==> config.mk <==
export PLATFORM = sky130hd
export DESIGN_NAME = alarm_bank_flat
export DESIGN_NICKNAME = d
export VERILOG_FILES = /design/src/rtl/alarm_bank_if.sv /design/src/rtl/alarm_bank.sv /design/src/flat_wrapper.sv
export SDC_FILE = /design/constraint.sdc
export NUM_CORES = 1
export LEC_CHECK = 0
export CORE_MARGIN = 2
export CORE_UTILIZATION = 45
export CTS_BUF_LIST = sky130_fd_sc_hd__clkbuf_4 sky130_fd_sc_hd__clkbuf_8
export DETAILED_ROUTE_END_ITERATION = 10
export GPL_TIMING_DRIVEN = 1
export PLACE_DENSITY = 0.69
export SYNTH_ARGS = -nofsm -noshare
export SYNTH_HDL_FRONTEND = slang
export SYNTH_SLANG_ARGS = --single-unit
==> constraint.sdc <==
create_clock -name clock -period 4.62 [get_ports clock]
set_input_delay 0.924 -clock clock [delete_from_list [all_inputs] [get_ports clock]]
set_output_delay 0.924 -clock clock [all_outputs]
set_load 0.03 [all_outputs]
==> src/rtl/alarm_bank_if.sv <==
// rtl/alarm_bank_if.sv - Signal bundle between alarm_bank, the key/time logic and the sound driver.
interface alarm_bank_if #(
  parameter int NUM_ALARMS = 4,
  parameter int IDX_W      = 2
);
  logic [3:0]            new_alarm_ms_hr;
  logic [3:0]            new_alarm_ls_hr;
  logic [3:0]            new_alarm_ms_min;
  logic [3:0]            new_alarm_ls_min;
  logic                  load_new_alarm;
  logic [IDX_W-1:0]      load_index;
  logic [NUM_ALARMS-1:0] alarm_enable;
  logic [3:0]            current_time_ms_hr;
  logic [3:0]            current_time_ls_hr;
  logic [3:0]            current_time_ms_min;
  logic [3:0]            current_time_ls_min;
  logic                  one_minute;
  logic                  stop_alarm;
  logic                  snooze;
  logic [IDX_W-1:0]      read_index;
  logic [3:0]            alarm_time_ms_hr;
  logic [3:0]            alarm_time_ls_hr;
  logic [3:0]            alarm_time_ms_min;
  logic [3:0]            alarm_time_ls_min;
  logic                  load_error;
  logic                  sound_alarm;
  logic [IDX_W-1:0]      alarm_source;

  modport master (
    output new_alarm_ms_hr, new_alarm_ls_hr, new_alarm_ms_min, new_alarm_ls_min,
    output load_new_alarm, load_index, alarm_enable,
    output current_time_ms_hr, current_time_ls_hr, current_time_ms_min, current_time_ls_min,
    output one_minute, stop_alarm, snooze, read_index,
    input  alarm_time_ms_hr, alarm_time_ls_hr, alarm_time_ms_min, alarm_time_ls_min,
    input  load_error, sound_alarm, alarm_source
  );

  modport slave (
    input  new_alarm_ms_hr, new_alarm_ls_hr, new_alarm_ms_min, new_alarm_ls_min,
    input  load_new_alarm, load_index, alarm_enable,
    input  current_time_ms_hr, current_time_ls_hr, current_time_ms_min, current_time_ls_min,
    input  one_minute, stop_alarm, snooze, read_index,
    output alarm_time_ms_hr, alarm_time_ls_hr, alarm_time_ms_min, alarm_time_ls_min,
    output load_error, sound_alarm, alarm_source
  );
endinterface

==> src/rtl/alarm_bank.sv <==
// rtl/alarm_bank.sv - Multi-slot BCD alarm store with ring/snooze sequencer.
// Define ALARM_SNOOZE_EN to build the SNOOZED state, snooze target and BCD adder.
module alarm_bank #(
  parameter int NUM_ALARMS   = 4,
  parameter int IDX_W        = 2,
  parameter int SNOOZE_MIN   = 5,
  parameter int RING_MINUTES = 2
) (
  input logic         clock,
  input logic         reset,
  alarm_bank_if.slave bus
);
  localparam logic [1:0] ST_IDLE    = 2'd0;
  localparam logic [1:0] ST_RINGING = 2'd1;
  localparam logic [1:0] ST_SNOOZED = 2'd2;

  logic [15:0]           slot_q [NUM_ALARMS];
  logic [15:0]           new_time;
  logic [15:0]           cur_time;
  logic [15:0]           rd_time;
  logic                  load_ok;
  logic                  load_err_q;
  logic [1:0]            state_q, state_d;
  logic [IDX_W-1:0]      src_q, src_d;
  logic [3:0]            ring_cnt_q, ring_cnt_d;
  logic                  sound_q;
  logic                  match_found;
  logic [IDX_W-1:0]      match_idx;
  logic [NUM_ALARMS-1:0] en_shifted;
  logic                  src_enabled;
  logic                  ring_done;

  assign new_time = {bus.new_alarm_ms_hr, bus.new_alarm_ls_hr,
                     bus.new_alarm_ms_min, bus.new_alarm_ls_min};
  assign cur_time = {bus.current_time_ms_hr, bus.current_time_ls_hr,
                     bus.current_time_ms_min, bus.current_time_ls_min};

  assign load_ok = (32'(bus.load_index) < NUM_ALARMS)
                && (bus.new_alarm_ms_hr <= 4'd2)
                && (bus.new_alarm_ls_hr <= ((bus.new_alarm_ms_hr == 4'd2) ? 4'd3 : 4'd9))
                && (bus.new_alarm_ms_min <= 4'd5)
                && (bus.new_alarm_ls_min <= 4'd9);

  always_ff @(posedge clock or posedge reset) begin
    if (reset) begin
      for (int i = 0; i < NUM_ALARMS; i++) slot_q[i] <= '0;
      load_err_q <= 1'b0;
    end else begin
      load_err_q <= bus.load_new_alarm && !load_ok;
      if (bus.load_new_alarm && load_ok) begin
        for (int i = 0; i < NUM_ALARMS; i++)
          if (32'(bus.load_index) == i) slot_q[i] <= new_time;
      end
    end
  end

  // Scanning downward leaves the lowest matching index as the winner.
  always_comb begin
    match_found = 1'b0;
    match_idx   = '0;
    for (int i = NUM_ALARMS - 1; i >= 0; i--) begin
      if (bus.alarm_enable[i] && (slot_q[i] == cur_time)) begin
        match_found = 1'b1;
        match_idx   = IDX_W'(i);
      end
    end
  end

  always_comb begin
    rd_time = '0;
    for (int i = 0; i < NUM_ALARMS; i++)
      if (32'(bus.read_index) == i) rd_time = slot_q[i];
  end

  assign en_shifted  = bus.alarm_enable >> src_q;
  assign src_enabled = en_shifted[0];
  assign ring_done   = ({1'b0, ring_cnt_q} + 5'd1) >= 5'(RING_MINUTES);

`ifdef ALARM_SNOOZE_EN
  logic [15:0] tgt_q, tgt_d;
  logic [15:0] snooze_time;
  logic [6:0]  min_sum;
  logic [5:0]  min_wrap;
  logic [4:0]  hr_cur;
  logic [4:0]  hr_wrap;
  logic        min_carry;

  // Add in binary, wrap minutes then hours, convert back to BCD digits.
  always_comb begin
    min_sum   = 7'(bus.current_time_ms_min) * 7'd10 + 7'(bus.current_time_ls_min)
              + 7'(SNOOZE_MIN);
    min_carry = (min_sum >= 7'd60);
    min_wrap  = min_carry ? 6'(min_sum - 7'd60) : 6'(min_sum);
    hr_cur    = 5'(bus.current_time_ms_hr) * 5'd10 + 5'(bus.current_time_ls_hr);
    hr_wrap   = hr_cur + {4'd0, min_carry};
    if (hr_wrap >= 5'd24) hr_wrap = 5'd0;
    snooze_time = {4'(hr_wrap / 5'd10), 4'(hr_wrap % 5'd10),
                   4'(min_wrap / 6'd10), 4'(min_wrap % 6'd10)};
  end
`endif

  always_comb begin
    state_d    = state_q;
    src_d      = src_q;
    ring_cnt_d = ring_cnt_q;
`ifdef ALARM_SNOOZE_EN
    tgt_d      = tgt_q;
`endif
    case (state_q)
      ST_IDLE: begin
        if (bus.one_minute && match_found) begin
          state_d    = ST_RINGING;
          src_d      = match_idx;
          ring_cnt_d = '0;
        end
      end
      ST_RINGING: begin
        if (bus.stop_alarm || !src_enabled) begin
          state_d = ST_IDLE;
`ifdef ALARM_SNOOZE_EN
        end else if (bus.snooze) begin
          state_d = ST_SNOOZED;
          tgt_d   = snooze_time;
`endif
        end else if (bus.one_minute) begin
          if (ring_done) state_d = ST_IDLE;
          else           ring_cnt_d = ring_cnt_q + 4'd1;
        end
      end
`ifdef ALARM_SNOOZE_EN
      ST_SNOOZED: begin
        if (bus.stop_alarm || !src_enabled) begin
          state_d = ST_IDLE;
        end else if (bus.one_minute) begin
          if (match_found) begin
            state_d    = ST_RINGING;
            src_d      = match_idx;
            ring_cnt_d = '0;
            tgt_d      = '0;
          end else if (cur_time == tgt_q) begin
            state_d    = ST_RINGING;
            ring_cnt_d = '0;
          end
        end
      end
`endif
      default: state_d = ST_IDLE;
    endcase
  end

  always_ff @(posedge clock or posedge reset) begin
    if (reset) begin
      state_q    <= ST_IDLE;
      src_q      <= '0;
      ring_cnt_q <= '0;
      sound_q    <= 1'b0;
    end else begin
      state_q    <= state_d;
      src_q      <= src_d;
      ring_cnt_q <= ring_cnt_d;
      sound_q    <= (state_d == ST_RINGING);
    end
  end

`ifdef ALARM_SNOOZE_EN
  always_ff @(posedge clock or posedge reset) begin
    if (reset) tgt_q <= '0;
    else       tgt_q <= tgt_d;
  end
`endif

  assign bus.alarm_time_ms_hr  = rd_time[15:12];
  assign bus.alarm_time_ls_hr  = rd_time[11:8];
  assign bus.alarm_time_ms_min = rd_time[7:4];
  assign bus.alarm_time_ls_min = rd_time[3:0];
  assign bus.load_error        = load_err_q;
  assign bus.sound_alarm       = sound_q;
  assign bus.alarm_source      = src_q;
endmodule

==> src/flat_wrapper.sv <==
// flat-port wrapper written by rule: the top's interface ports become plain ports
module alarm_bank_flat 
#(
  parameter int NUM_ALARMS   = 4,
  parameter int IDX_W        = 2,
  parameter int SNOOZE_MIN   = 5,
  parameter int RING_MINUTES = 2
)
  (clock, reset, bus_new_alarm_ms_hr, bus_new_alarm_ls_hr, bus_new_alarm_ms_min, bus_new_alarm_ls_min, bus_load_new_alarm, bus_load_index, bus_alarm_enable, bus_current_time_ms_hr, bus_current_time_ls_hr, bus_current_time_ms_min, bus_current_time_ls_min, bus_one_minute, bus_stop_alarm, bus_snooze, bus_read_index, bus_alarm_time_ms_hr, bus_alarm_time_ls_hr, bus_alarm_time_ms_min, bus_alarm_time_ls_min, bus_load_error, bus_sound_alarm, bus_alarm_source);
  alarm_bank_if #(.NUM_ALARMS(NUM_ALARMS), .IDX_W(IDX_W)) bus_i ();
  input logic clock;
  input logic reset;
  input wire logic [$bits(bus_i.new_alarm_ms_hr)-1:0] bus_new_alarm_ms_hr;
  input wire logic [$bits(bus_i.new_alarm_ls_hr)-1:0] bus_new_alarm_ls_hr;
  input wire logic [$bits(bus_i.new_alarm_ms_min)-1:0] bus_new_alarm_ms_min;
  input wire logic [$bits(bus_i.new_alarm_ls_min)-1:0] bus_new_alarm_ls_min;
  input wire logic [$bits(bus_i.load_new_alarm)-1:0] bus_load_new_alarm;
  input wire logic [$bits(bus_i.load_index)-1:0] bus_load_index;
  input wire logic [$bits(bus_i.alarm_enable)-1:0] bus_alarm_enable;
  input wire logic [$bits(bus_i.current_time_ms_hr)-1:0] bus_current_time_ms_hr;
  input wire logic [$bits(bus_i.current_time_ls_hr)-1:0] bus_current_time_ls_hr;
  input wire logic [$bits(bus_i.current_time_ms_min)-1:0] bus_current_time_ms_min;
  input wire logic [$bits(bus_i.current_time_ls_min)-1:0] bus_current_time_ls_min;
  input wire logic [$bits(bus_i.one_minute)-1:0] bus_one_minute;
  input wire logic [$bits(bus_i.stop_alarm)-1:0] bus_stop_alarm;
  input wire logic [$bits(bus_i.snooze)-1:0] bus_snooze;
  input wire logic [$bits(bus_i.read_index)-1:0] bus_read_index;
  output wire logic [$bits(bus_i.alarm_time_ms_hr)-1:0] bus_alarm_time_ms_hr;
  output wire logic [$bits(bus_i.alarm_time_ls_hr)-1:0] bus_alarm_time_ls_hr;
  output wire logic [$bits(bus_i.alarm_time_ms_min)-1:0] bus_alarm_time_ms_min;
  output wire logic [$bits(bus_i.alarm_time_ls_min)-1:0] bus_alarm_time_ls_min;
  output wire logic [$bits(bus_i.load_error)-1:0] bus_load_error;
  output wire logic [$bits(bus_i.sound_alarm)-1:0] bus_sound_alarm;
  output wire logic [$bits(bus_i.alarm_source)-1:0] bus_alarm_source;
  assign bus_i.new_alarm_ms_hr = bus_new_alarm_ms_hr;
  assign bus_i.new_alarm_ls_hr = bus_new_alarm_ls_hr;
  assign bus_i.new_alarm_ms_min = bus_new_alarm_ms_min;
  assign bus_i.new_alarm_ls_min = bus_new_alarm_ls_min;
  assign bus_i.load_new_alarm = bus_load_new_alarm;
  assign bus_i.load_index = bus_load_index;
  assign bus_i.alarm_enable = bus_alarm_enable;
  assign bus_i.current_time_ms_hr = bus_current_time_ms_hr;
  assign bus_i.current_time_ls_hr = bus_current_time_ls_hr;
  assign bus_i.current_time_ms_min = bus_current_time_ms_min;
  assign bus_i.current_time_ls_min = bus_current_time_ls_min;
  assign bus_i.one_minute = bus_one_minute;
  assign bus_i.stop_alarm = bus_stop_alarm;
  assign bus_i.snooze = bus_snooze;
  assign bus_i.read_index = bus_read_index;
  assign bus_alarm_time_ms_hr = bus_i.alarm_time_ms_hr;
  assign bus_alarm_time_ls_hr = bus_i.alarm_time_ls_hr;
  assign bus_alarm_time_ms_min = bus_i.alarm_time_ms_min;
  assign bus_alarm_time_ls_min = bus_i.alarm_time_ls_min;
  assign bus_load_error = bus_i.load_error;
  assign bus_sound_alarm = bus_i.sound_alarm;
  assign bus_alarm_source = bus_i.alarm_source;
  alarm_bank #(.NUM_ALARMS(NUM_ALARMS), .IDX_W(IDX_W), .SNOOZE_MIN(SNOOZE_MIN), .RING_MINUTES(RING_MINUTES)) u_core (.clock(clock), .reset(reset), .bus(bus_i));
endmodule
==> results.sh <==
export IMPL_fp_dieW_um=99.4
export IMPL_numCtsBuffers=9
export IMPL_antenna_found_initial=0
export IMPL_grtUsageTotal_pct=20.9
export IMPL_synth_main_ff_cell="dfrtp_1"
export IMPL_post_route_period_util_pct=83.7
export IMPL_grt_pass1_vias=2796
export IMPL_drt_wl_total_um=9730
export IMPL_fin_worst_skew_ns=0.0119
export IMPL_total_power_uw=1630
export IMPL_fin_ws_ns=0.755
export IMPL_whs_path_depth=1
export IMPL_layout_common_cells="dfrtp_1 (74), clkdlybuf4s50_1 (64), mux2_2 (51)"
export IMPL_worst_pin_slew_ns=0.946
export IMPL_crit_fanout=16
export IMPL_synth_warnings=0
export IMPL_hp_start="u_core.ring_cnt_q[3]"
export IMPL_synth_area_mux_share_pct=24.0
export IMPL_wl_per_cell_um=19.7
export IMPL_crit_type="primary input to flop"
export IMPL_synthAdderAreaFrac_pct=1.22
export IMPL_p_leak_uw=0.00225
export IMPL_slowest_stage="or4b_2"
export IMPL_grt_max_degree=75
export IMPL_synth_seq_cells=74
export IMPL_syn_nets=361
export IMPL_vdd_drop_max_uv=186
export IMPL_yosys_top_cells_area="dfrtp_1 (45%), mux2_2 (14%), mux4_2 (9.3%)"
export IMPL_initial_utilization_pct=46.7
export IMPL_drtAntennaViolNets=0
export IMPL_synth_compound_area_share_pct=2.72
export IMPL_hold_viol_final=0
export IMPL_synth_xor_area_share_pct=13.5
export IMPL_port_buffers=64
export IMPL_cts_tree="yes"
export IMPL_viasPerCell=5.54
export IMPL_clk_pin_slew_ns=0.09
export IMPL_status="finished, final reports clean"
export IMPL_firstDrtPassIters=4
export IMPL_cp_cell_sequence="clkdlybuf4s50_1, or4b_2, ha_1, nand3_1, a222oi_1, and3_4, and3b_1, and2b_2, mux2_2"
export IMPL_synthSimpleGateAreaFrac_pct=10.2
export IMPL_start_kind="primary input"
export IMPL_htree_num_levels=3
export IMPL_worstPathArrival_ns=4.09
export IMPL_clk_path_buf_depth=2
export IMPL_seq_area_frac_synth_pct=45.2
export IMPL_drt_initial_drc_count=166
export IMPL_cts_root_buf="clkbuf_8"
export IMPL_core_region_area_um2=8760
export IMPL_ys_types=42
export IMPL_grt_pass1_wl_um=15500
export IMPL_final_nets=430
export IMPL_finalSetupViolations=0
export IMPL_min_path_type="flop to flop"
export IMPL_cts_sinks=74
export IMPL_r2r_slack_ns=2.56
export IMPL_final_core_util_pct=57.7
export IMPL_syn_cell_area_um2=4100
export IMPL_rsz0062_at_grt="false"
export IMPL_fin_setup_tns_ns=0
export IMPL_r2r_end="u_core.ring_cnt_q[2]"
export IMPL_die_h_um=99.4
export IMPL_avgSynthCellArea_um2=13.2
export IMPL_drive_gt1_share_pct=26.5
export IMPL_synth_top_area_share_pct=45.2
export IMPL_place_hpwl_um=7120
export IMPL_finalCriticalPeriod_ns=3.86
export IMPL_powerDensity_nw_per_um2=323
export IMPL_overflow=0
export IMPL_vias=2731
export IMPL_synthCells=311
export IMPL_rows=34
export IMPL_final_common_cell="dfrtp_1"
export IMPL_path_buf_inv=1
export IMPL_rr_startpoint="u_core.slot_q[43]"
export IMPL_syn_to_final_growth_pct=23.4
export IMPL_async_reset_ff_share_pct=100
export IMPL_pre_cts_ws_ns=0.381
export IMPL_critPathTopFamily="simple AND/OR/NAND/NOR gates"
export IMPL_n_antenna_cell=0
export IMPL_gp_congestion=0.893
export IMPL_post_cts_buffers=0
export IMPL_cp_data_required_time_ns=4.85
export IMPL_die_area_um2=9880
export IMPL_maxSlewHeadroom_pct=36.9
export IMPL_ctsHoldBuffers=0
export IMPL_max_cap_viol_count=0
export IMPL_num_io_pins=66
export IMPL_fmax_mhz=259
export IMPL_synth_top_family_by_area="multiplexers"
export IMPL_end_kind="flop"
export IMPL_timing_final_max_slew_violations=0
export IMPL_cts_resized_gates=0
export IMPL_synth_area_leader_cell="dfrtp_1"
export IMPL_clk_latency_ns=0.35
export IMPL_drc_errors=0
export IMPL_max_stage_delay_ns=0.71
export IMPL_reg2reg_depth=6
export IMPL_hold_path_end="u_core.ring_cnt_q[3]"
export IMPL_synth_edf_count=0
==> synthesized netlist by cell type (all sizes together) (5+ instances only) <==
master	count
dfrtp	74
mux2	52
xnor2	40
xor2	23
mux4	17
nand3	9
buf	8
nand4	8
and2b	7
o21ai	6
and2	5
and3	5
inv	5
nand2	5
nor2b	5
nor3	5
nor4	5
==> how the worst max path moves through the flow <==
stage / start / endpoint / cells after the start
final: bus_new_alarm_ms_hr[0] / u_core.slot_q[58] / 9
after global routing: bus_new_alarm_ms_hr[0] / u_core.slot_q[58] / 9
after CTS: bus_new_alarm_ms_hr[0] / u_core.slot_q[45] / 9
after detailed placement: bus_new_alarm_ms_hr[0] / u_core.slot_q[45] / 9
after global placement: bus_new_alarm_ms_hr[0] / u_core.slot_q[52] / 9
after floorplan: bus_new_alarm_ms_hr[2] / u_core.slot_q[48] / 10
==> layer usage <==
metal  part of all wire, %  routed length [um]  track usage [%]
met1                    45                4350             29.2
met2                    50                4860             34.0
met3                   4.2                 413             2.32
met4                   1.2                 119             7.59
met5                     0                   0                0
==> kinds of logic after synthesis <==
kind of cell / after synthesis
AO/OA/AOI/OAI: 17
flip-flops: 74
AND/OR/NAND/NOR: 65
multiplexers: 70
other: 1
buffers and inverters: 17
XOR/XNOR: 63
adder cells (fa/ha/maj): 4
==> area by class of cell <==
cell class,count,area (um2)
Clock buffer,10,131
Clock inverter,6,114
Fill cell,722,3710
Inverter,5,18.8
Multi-Input combinational cell,220,2120
Sequential cell,74,1850
Tap cell,108,135
Timing Repair Buffer,70,686
==> report_power, final <==
| part | total, uW | switching (uW) | leakage (uW) | internal, uW |
|---|---|---|---|---|
| combinational | 284 | 133 | 0.00113 | 151 |
| sequential | 728 | 38.6 | 0.00101 | 689 |
| clock | 621 | 255 | 0.000117 | 367 |
| total | 1630 | 426 | 0.00225 | 1210 |
==> registers in the layout (all words and copies together), names as in the netlist <==
name	cells
u_core.slot_q	64
u_core.ring_cnt_q	4
u_core.bus.alarm_source	2
u_core.state_q	2
u_core.bus.load_error	1
u_core.bus.sound_alarm	1
==> through the flow <==
| stage | hold WS [ns] | std cells | cell area, um2 |
|---|---|---|---|
| floorplan | 0.478 | 311 | 4100 |
| global placement | 0.504 | 477 | 4810 |
| detailed placement | 0.518 | 477 | 4810 |
| CTS | 0.537 | 493 | 5050 |
| global route | 0.549 | 493 | 5050 |
| finish | 0.535 | 493 | 5050 |
No activity file was read; power rests on OpenSTA's default activity.
